### config.mk
export PLATFORM = sky130hd
export DESIGN_NAME = up_reg_bank
export DESIGN_NICKNAME = d
export VERILOG_FILES = /design/src/rtl/up_reg_pkg.sv /design/src/rtl/up_evt_cnt.sv /design/src/rtl/up_reg_bank.sv
export SDC_FILE = /design/constraint.sdc
export NUM_CORES = 1
export LEC_CHECK = 0
export ABC_AREA = 1
export ABC_CLOCK_PERIOD_IN_PS = 4800
export BUFFER_PORTS_ARGS = -buffer_cell sky130_fd_sc_hd__buf_2
export CORE_ASPECT_RATIO = 1.4
export CORE_MARGIN = 8
export CORE_UTILIZATION = 35
export DETAILED_ROUTE_END_ITERATION = 10
export GPL_ROUTABILITY_DRIVEN = 0
export PLACE_DENSITY = 0.64
export SETUP_SLACK_MARGIN = 0.15
export SLEW_MARGIN = 10
export SYNTH_ARGS = -nofsm -noshare
export SYNTH_HDL_FRONTEND = slang
export SYNTH_SLANG_ARGS = --single-unit
### constraint.sdc
create_clock -name up_clk -period 4.8 [get_ports up_clk]
set_input_delay 0.48 -clock up_clk [delete_from_list [all_inputs] [get_ports up_clk]]
set_output_delay 0.48 -clock up_clk [all_outputs]
set_load 0.005 [all_outputs]
### src/rtl/up_reg_pkg.sv
// Shared constants for the up_* bus register bank: register offsets,
// the unmapped-read pattern and a helper that maps a counter index to its offset.
package up_reg_pkg;

    localparam logic [7:0]  OFS_ID      = 8'h00;
    localparam logic [7:0]  OFS_SCRATCH = 8'h04;
    localparam logic [7:0]  OFS_CTRL    = 8'h08;
    localparam logic [7:0]  OFS_CMD     = 8'h0C;
    localparam logic [7:0]  OFS_STATUS  = 8'h10;
    localparam logic [7:0]  OFS_STICKY  = 8'h14;
    localparam logic [7:0]  OFS_CNT0    = 8'h18;

    localparam logic [31:0] RD_UNMAPPED = 32'h0BAD_0BAD;

    // Byte offset of event counter k (counters are packed one word apart).
    function automatic logic [7:0] cnt_ofs(input int unsigned k);
        return OFS_CNT0 + 8'(k * 32'd4);
    endfunction

endpackage

### src/rtl/up_evt_cnt.sv
// One saturating event counter with synchronous load, increment and an
// optional clear-on-read that reloads the same-cycle increment so no event is lost.
module up_evt_cnt #(
    parameter int CNT_W = 32
) (
    input  logic             clk_i,
    input  logic             rst_i,
    input  logic             load_i,
    input  logic [CNT_W-1:0] load_val_i,
    input  logic             inc_i,
    input  logic             rd_clr_i,
    output logic [CNT_W-1:0] cnt_o
);

    localparam logic [CNT_W-1:0] CNT_MAX = {CNT_W{1'b1}};
    localparam logic [CNT_W-1:0] CNT_ONE = {{(CNT_W-1){1'b0}}, 1'b1};

    logic [CNT_W-1:0] cnt_q;
    logic [CNT_W-1:0] cnt_d;

    // Next count: a load beats a clear-on-read, which beats a saturating increment.
    always_comb begin
        cnt_d = cnt_q;
        if (load_i) begin
            cnt_d = load_val_i;
        end else if (rd_clr_i) begin
            cnt_d = {{(CNT_W-1){1'b0}}, inc_i};
        end else if (inc_i && (cnt_q != CNT_MAX)) begin
            cnt_d = cnt_q + CNT_ONE;
        end else begin
            cnt_d = cnt_q;
        end
    end

    // Counter register with synchronous reset.
    always_ff @(posedge clk_i) begin
        if (rst_i) begin
            cnt_q <= {CNT_W{1'b0}};
        end else begin
            cnt_q <= cnt_d;
        end
    end

    assign cnt_o = cnt_q;

endmodule

### src/rtl/up_reg_bank.sv
// Register-bank slave on the up_* CPU bus: ID, SCRATCH, CTRL, CMD pulses,
// STATUS, STICKY events and NUM_CNT saturating event counters.
// Read data is registered and reflects the pre-update register value.
// Optional feature: define UP_REG_COR_EN to make counters clear-on-read.
module up_reg_bank
    import up_reg_pkg::*;
#(
    parameter logic [31:0] BASE_ADDR = 32'h0000_0000,
    parameter logic [31:0] ID_VALUE  = 32'h5345_0001,
    parameter int          NUM_CNT   = 4,
    parameter int          CNT_W     = 32
) (
    input  logic               up_clk,
    input  logic               up_rst,
    input  logic               up_cs,
    input  logic               up_wr,
    input  logic               up_rd,
    input  logic [31:0]        up_addr,
    input  logic [31:0]        up_data_wr,
    output logic [31:0]        up_data_rd,
    output logic [31:0]        ctrl_out,
    output logic [31:0]        cmd_pulse,
    input  logic [31:0]        status_in,
    input  logic [31:0]        sticky_in,
    input  logic [NUM_CNT-1:0] cnt_inc
);

    logic             sel_s;
    logic             wr_en_s;
    logic             rd_en_s;
    logic [7:0]       ofs_s;
    logic             unused_addr_s;
    logic [31:0]      rd_mux_s;
    logic [NUM_CNT-1:0] cnt_hit_s;
    logic [NUM_CNT-1:0] cnt_rd_clr_s;
    logic [CNT_W-1:0] cnt_val_s [NUM_CNT];

    logic [31:0] up_data_rd_q, up_data_rd_d;
    logic [31:0] scratch_q,    scratch_d;
    logic [31:0] ctrl_q,       ctrl_d;
    logic [31:0] cmd_pulse_q,  cmd_pulse_d;
    logic [31:0] sticky_q,     sticky_d;

    // A write strobe takes precedence: a cycle with both strobes is a write only.
    assign sel_s         = up_cs && (up_addr[31:8] == BASE_ADDR[31:8]);
    assign wr_en_s       = sel_s && up_wr;
    assign rd_en_s       = sel_s && up_rd && !up_wr;
    assign ofs_s         = {up_addr[7:2], 2'b00};
    assign unused_addr_s = ^up_addr[1:0];

    genvar k;
    generate
        for (k = 0; k < NUM_CNT; k++) begin : g_cnt
            assign cnt_hit_s[k] = (ofs_s == cnt_ofs(k));
`ifdef UP_REG_COR_EN
            assign cnt_rd_clr_s[k] = rd_en_s && cnt_hit_s[k];
`else
            assign cnt_rd_clr_s[k] = 1'b0;
`endif
            up_evt_cnt #(
                .CNT_W (CNT_W)
            ) u_cnt (
                .clk_i      (up_clk),
                .rst_i      (up_rst),
                .load_i     (wr_en_s && cnt_hit_s[k]),
                .load_val_i (up_data_wr[CNT_W-1:0]),
                .inc_i      (cnt_inc[k]),
                .rd_clr_i   (cnt_rd_clr_s[k]),
                .cnt_o      (cnt_val_s[k])
            );
        end
    endgenerate

    // Read multiplexer over the current (pre-update) register values.
    always_comb begin
        rd_mux_s = RD_UNMAPPED;
        case (ofs_s)
            OFS_ID:      rd_mux_s = ID_VALUE;
            OFS_SCRATCH: rd_mux_s = scratch_q;
            OFS_CTRL:    rd_mux_s = ctrl_q;
            OFS_CMD:     rd_mux_s = 32'h0000_0000;
            OFS_STATUS:  rd_mux_s = status_in;
            OFS_STICKY:  rd_mux_s = sticky_q;
            default: begin
                rd_mux_s = RD_UNMAPPED;
                for (int i = 0; i < NUM_CNT; i++) begin
                    if (cnt_hit_s[i]) begin
                        rd_mux_s                = 32'h0000_0000;
                        rd_mux_s[CNT_W-1:0]     = cnt_val_s[i];
                    end else begin
                        rd_mux_s = rd_mux_s;
                    end
                end
            end
        endcase
    end

    // Next-state for the bus-visible registers; sticky sets win over write-1-clear.
    always_comb begin
        up_data_rd_d = rd_en_s ? rd_mux_s : up_data_rd_q;
        scratch_d    = (wr_en_s && (ofs_s == OFS_SCRATCH)) ? up_data_wr : scratch_q;
        ctrl_d       = (wr_en_s && (ofs_s == OFS_CTRL))    ? up_data_wr : ctrl_q;
        cmd_pulse_d  = (wr_en_s && (ofs_s == OFS_CMD))     ? up_data_wr : 32'h0000_0000;
        if (wr_en_s && (ofs_s == OFS_STICKY)) begin
            sticky_d = (sticky_q & ~up_data_wr) | sticky_in;
        end else begin
            sticky_d = sticky_q | sticky_in;
        end
    end

    // Register update; reset discards any access strobed in the same cycle.
    always_ff @(posedge up_clk) begin
        if (up_rst) begin
            up_data_rd_q <= 32'h0000_0000;
            scratch_q    <= 32'h0000_0000;
            ctrl_q       <= 32'h0000_0000;
            cmd_pulse_q  <= 32'h0000_0000;
            sticky_q     <= 32'h0000_0000;
        end else begin
            up_data_rd_q <= up_data_rd_d;
            scratch_q    <= scratch_d;
            ctrl_q       <= ctrl_d;
            cmd_pulse_q  <= cmd_pulse_d;
            sticky_q     <= sticky_d;
        end
    end

    assign up_data_rd = up_data_rd_q;
    assign ctrl_out   = ctrl_q;
    assign cmd_pulse  = cmd_pulse_q;

endmodule

==> flow_summary.toml, run 1 <==
[layout]
area_growth_pct = 14.5
drive_gt1_frac = 0.120
layout_commonest_cell = "nand2_1"
fin_util = 0.405
final_cell_mix = "nand2_1, nor2_1, nand3_1"
nNetsFinal = 3132
fillers = 5358

[die]
initial_core_util = 0.354
core_area_sq_um = 48900
die_y_um = 279
die_x_um = 204
dieArea_sq_um = 56900
ios = 233
rows = 96

[power_and_ir_drop]
switching_share = 0.278
p_seq_frac = 0.448
p_switching_uw = 1540
pwr-share-clk = 0.476
p_int_uw = 4000
max-vdd-ir-drop_uv = 309
p_leak_uw = 0.00875
power_frac_comb = 0.076
p_per_area_nw_per_um2 = 280

[job]
max_cap_violations = 0

[clocking]
numCtsBuffers = 34
clock-sinks = 288
cts-hold-fix-buffers = 0
postCtsSetupRepairBufs = 0
htree_levels = 2
cts_resized = 0
cts_root_buf = "clkbuf_16"
tritoncts = "built"
cts_max_path_buffers = 3
clk_pin_slew_ps = 60
clk_latency_ps = 570

[route]
ant_nets = 0
wl_per_cell_um = 20.3
viasPerCell = 5.26
route.vias.total = 19200
drt_iter0_markers = 1931
dr.pass1.iters = 5
wl_mm = 74.0
remaining_drc_errors = 0

[timing]
fin_skew_ps = 33.0
post-route-period-util = 0.631
slew_viol_final = 0
final.setup.worst_slack_ps = 1770
rsz0062_at_grt = "no"
worst_pin_slew_ps = 1190
slew_headroom = 0.206
setup_violations = 0
fin_crit_ps = 3030
tns_ps = 0
max_freq_mhz = 330
finalHoldViolCount = 0

[synthesis]
synth_flop_cell = "dfxtp_1"
syn_avg_cell_area_sq_um = 6.10
synth_seq_cells = 288
syn_inst = 2835
synthDistinctLibCells = 39
yosysWarnings = 0
synth_area_sq_um = 17300
async_flop_share = 0
ys_seq_area_frac = 0.333
synth_edf_count = 0
syn_nets = 2976

[place]
pre_cts_ws_ps = 1830
dp_hpwl_mm = 53.6
port_buffers = 230

[setup_path]
crit_type = "reg -> reg"
cp-startpoint = "g_cnt[0].u_cnt.cnt_o[0]"
cp.required_ps = 5240
start_kind = "register"
worstPathArrival_ps = 3470
endpoint_kind = "register"
cp_max_fo = 33
worstReg2RegStart = "g_cnt[0].u_cnt.cnt_o[0]"
r2r_cells = 12

[global_routing]
overflow = 0
grt_pass1_wl_mm = 110
grt_usage = 0.252
antenna_found_initial = 3
grt_max_degree = 139
first_global_vias = 17900

[hold_path]
holdPathStages = 3
min_path_type = "in -> reg"
hold_start = "sticky_in[3]"

[run_status]
status = "finished, final reports clean"
synthesized netlist by cell type (8+ instances only):
| cell type | number | area, sq um |
|---|---|---|
| nand2_1 | 823 | 3090 |
| nor2_1 | 467 | 1750 |
| nand3_1 | 297 | 1490 |
| dfxtp_1 | 288 | 5770 |
| inv_1 | 261 | 980 |
| a21oi_1 | 149 | 746 |
| o21ai_0 | 135 | 676 |
| xor2_1 | 54 | 473 |
| clkbuf_1 | 49 | 184 |
| nand3b_1 | 42 | 315 |
| buf_2 | 41 | 205 |
| nor3_1 | 34 | 170 |
| o21ai_1 | 34 | 170 |
| buf_4 | 19 | 143 |
| xnor2_1 | 18 | 158 |
| o22ai_1 | 15 | 93.8 |
| nand4_1 | 14 | 87.6 |
| nor2_2 | 12 | 75.1 |
| inv_2 | 11 | 41.3 |
| buf_6 | 10 | 113 |
| o211ai_1 | 9 | 67.6 |
| nand2_2 | 8 | 50.1 |
layer usage:
| layer | GRT usage | part of all wire |
|---|---|---|
| met1 | 0.302 | 0.38 |
| met5 | 0 | 0.00015 |
| met4 | 0.192 | 0.090 |
| met2 | 0.391 | 0.44 |
| met3 | 0.0529 | 0.092 |
layout make-up:
class	count	area [sq um]	share of cell area
Timing Repair Buffer	243	1250	0.0630
Clock inverter	17	195	0.00985
Inverter	276	1040	0.0527
Sequential cell	288	5770	0.291
Multi-Input combinational cell	2148	9840	0.496
Tap cell	637	797	0.0402
Clock buffer	43	925	0.0467
Antenna cell	1	2.50	0.000126
logic make-up after synthesis:
logic type	after synthesis	synth area share
AOI/OAI and AO/OA	344	0.102
xor gates and xnor gates	72	0.0365
adders and majority gates	4	0.00289
buffers and inverters	399	0.0982
DFF	288	0.333
and+or+nand+nor	1728	0.427
critical path, stage by stage (launching register included):
cell and delay (ps):
dfxtp_1 410, ha_1 210, nand3_1 190, inv_1 230, nand2_2 110, nor2_2 240
nand2_1 100, nand2_2 530, inv_2 450, nand3_1 200, nand3_1 110, nand2_1 60
inv_1 50
state kept, by name, summed over array words and instances (netlist names):
register	flops
cmd_pulse	32
sticky_q	32
scratch_q	32
up_data_rd	32
ctrl_out	32
g_cnt.u_cnt.cnt_o	128
final timing paths:
check,slack [ps],end
min,120,sticky_q[3]
min reg2reg,440,scratch_q[19]
max reg2reg,1770,g_cnt[0].u_cnt.cnt_o[29]
max,1770,g_cnt[0].u_cnt.cnt_o[29]
power by group through the flow:
stage               logic [uW]  registers [uW]  clock network, uW
detailed placement         412            2530                  0
global placement           411            2530                  0
floorplan                  212            2510                  0
global route               452            2490               2760
finish                     421            2480               2640
CTS                        414            2480               2660
through the flow:
stage	hold WS, ps	power, uW	instances	cell area (sq um)
2_1_floorplan	424	2730	2835	17300
4_1_cts	111	5550	3652	19800
3_5_place_dp	436	2950	3592	18700
3_3_place_gp	432	2940	3592	18700
5_1_grt	114	5700	3653	19800
6_report	120	5540	3653	19800
Note: power is estimated with default switching activity, not from simulation.
==> inputs of run 2 (changes only) <==
ABC_CLOCK_PERIOD_IN_PS = 3100   (was 4800)
clock period = 3.1 ns   (was 4.8 ns; I/O delays follow)
==> run 2 against run 1 <==
  * Count of clock-buffer cells in the layout is 4 higher
  * Die area stayed put
  * Wire length is 1.3% higher
  * Critical endpoint is now g_cnt[0].u_cnt.cnt_o[31]
  * Largest power group unchanged
==> flow_summary.toml, run 2 (same netlist as run 1, synthesis figures left out) <==
[run_status]
status = "finished, final reports clean"

[clocking]
postCtsSetupRepairBufs = 0
clock-sinks = 288
cts-hold-fix-buffers = 27
clk_pin_slew_ps = 60
cts_max_path_buffers = 3
clk_latency_ps = 540
numCtsBuffers = 34
htree_levels = 2
tritoncts = "built"
cts_root_buf = "clkbuf_16"
cts_resized = 0

[setup_path]
crit_type = "reg -> reg"
path_delay_family = "simple AND/OR/NAND/NOR gates"
cp_max_fo = 32
slowest_stage = "dfxtp_1"
worstReg2RegStart = "g_cnt[0].u_cnt.cnt_o[0]"
cpMostUsedCell = "nand3_1"
reg2reg_to = "g_cnt[0].u_cnt.cnt_o[31]"
start_kind = "register"
worstPathArrival_ps = 2900
cp_cell_sequence = "ha_1, nand3_1, inv_1, nand2_2, nor2_2, nand2_1, nand2_2, inv_2, nand3_1, nand3_1, nand2_1, inv_1"
cp.required_ps = 3520
crit_buf_inv = 3
rrSetupSlack_ps = 630
r2r_cells = 12
endpoint_kind = "register"
slowest_delay_ps = 420

[job]
max_cap_violations = 0

[die]
ios = 233
rows = 96
die_x_um = 204
dieArea_sq_um = 56900
die_y_um = 279
core_area_sq_um = 48900
initial_core_util = 0.354

[timing]
fin_crit_ps = 2470
setup_violations = 0
slew_viol_final = 0
post-route-period-util = 0.798
slew_headroom = 0.459
max_freq_mhz = 404
tns_ps = 0
fin_skew_ps = 15.8
finalHoldViolCount = 0
rsz0062_at_grt = "no"
worst_pin_slew_ps = 810

[place]
dp_hpwl_mm = 55.4
place_area_sq_um = 18900
port_buffers = 230
dp_cells = 3612

[layout]
final_cell_area_sq_um = 20300
area_growth_pct = 17.5
largest_reg_flops = 128
fin_util = 0.416
final_cell_mix = "nand2_1, nor2_1, nand3_1"
fin_cells = 3701
drive_gt1_frac = 0.124
nNetsFinal = 3179
layout_commonest_cell = "nand2_1"

[route]
wl_per_cell_um = 20.2
viasPerCell = 5.23
remaining_drc_errors = 0
ant_nets = 0
dr.pass1.iters = 6
route.vias.total = 19400
drt_iter0_markers = 1977
wl_mm = 74.9

[hold_path]
min_path_type = "in -> reg"
holdPathEnd = "sticky_q[29]"
hold_start = "sticky_in[29]"
holdPathStages = 3

[power_and_ir_drop]
max-vdd-ir-drop_uv = 393
p_per_area_nw_per_um2 = 438
p_leak_uw = 0.00902

[global_routing]
grt_usage = 0.254
first_global_vias = 18100
grt_pass1_wl_mm = 111
antenna_found_initial = 5
grt_max_degree = 85
overflow = 0
[run 2: area by class of cell]
| type | count | area (sq um) |
|---|---|---|
| clock buffers | 47 | 991 |
| inverters | 276 | 1040 |
| diodes | 2 | 5.00 |
| repair buffers | 290 | 1690 |
| well taps | 637 | 797 |
| flip-flops and latches | 288 | 5770 |
| multi-input cells | 2148 | 9840 |
| clock inverters | 13 | 198 |
| fillers | 5284 | 28600 |
[run 2: tightest hold or removal path, cell delays in order]
cell and delay (ps):
buf_2 110, a21oi_1 40, nor2_1 70
[run 2: metal layers]
metal  routed length [um]  track usage  vias to the layer above
li1                     -            -                     9389
met1                28600        0.301                     8757
met2                33300        0.403                      950
met3                 6510       0.0470                      250
met4                 6440        0.189                        4
met5                   32            0                        -
[run 2: worst max path at each step]
stage | startpoint | end | slack, ps | depth (start not counted)
detailed placement | up_addr[2] | g_cnt[2].u_cnt.cnt_o[3] | 570 | 10
global route | g_cnt[0].u_cnt.cnt_o[0] | g_cnt[0].u_cnt.cnt_o[0] | 350 | 12
global placement | up_addr[2] | g_cnt[2].u_cnt.cnt_o[21] | 650 | 9
CTS | g_cnt[0].u_cnt.cnt_o[1] | g_cnt[0].u_cnt.cnt_o[21] | 650 | 12
finish | g_cnt[0].u_cnt.cnt_o[0] | g_cnt[0].u_cnt.cnt_o[31] | 630 | 12
floorplan | g_cnt[2].u_cnt.cnt_o[0] | g_cnt[2].u_cnt.cnt_o[30] | 1350 | 11
[run 2: through the flow]
step	hold slack, ps	power (uW)	setup slack [ps]
floorplan	422	4220	1350
global placement	432	4580	648
detailed placement	437	4580	573
CTS	11.4	8930	649
global route	14.5	9150	352
finish	23.6	8900	627
[run 2: power by group]
part	switching [uW]	total (uW)	internal (uW)
Clock	1760	4350	2600
Combinational	486	697	211
Sequential	78.7	3850	3770
Total	2320	8900	6570
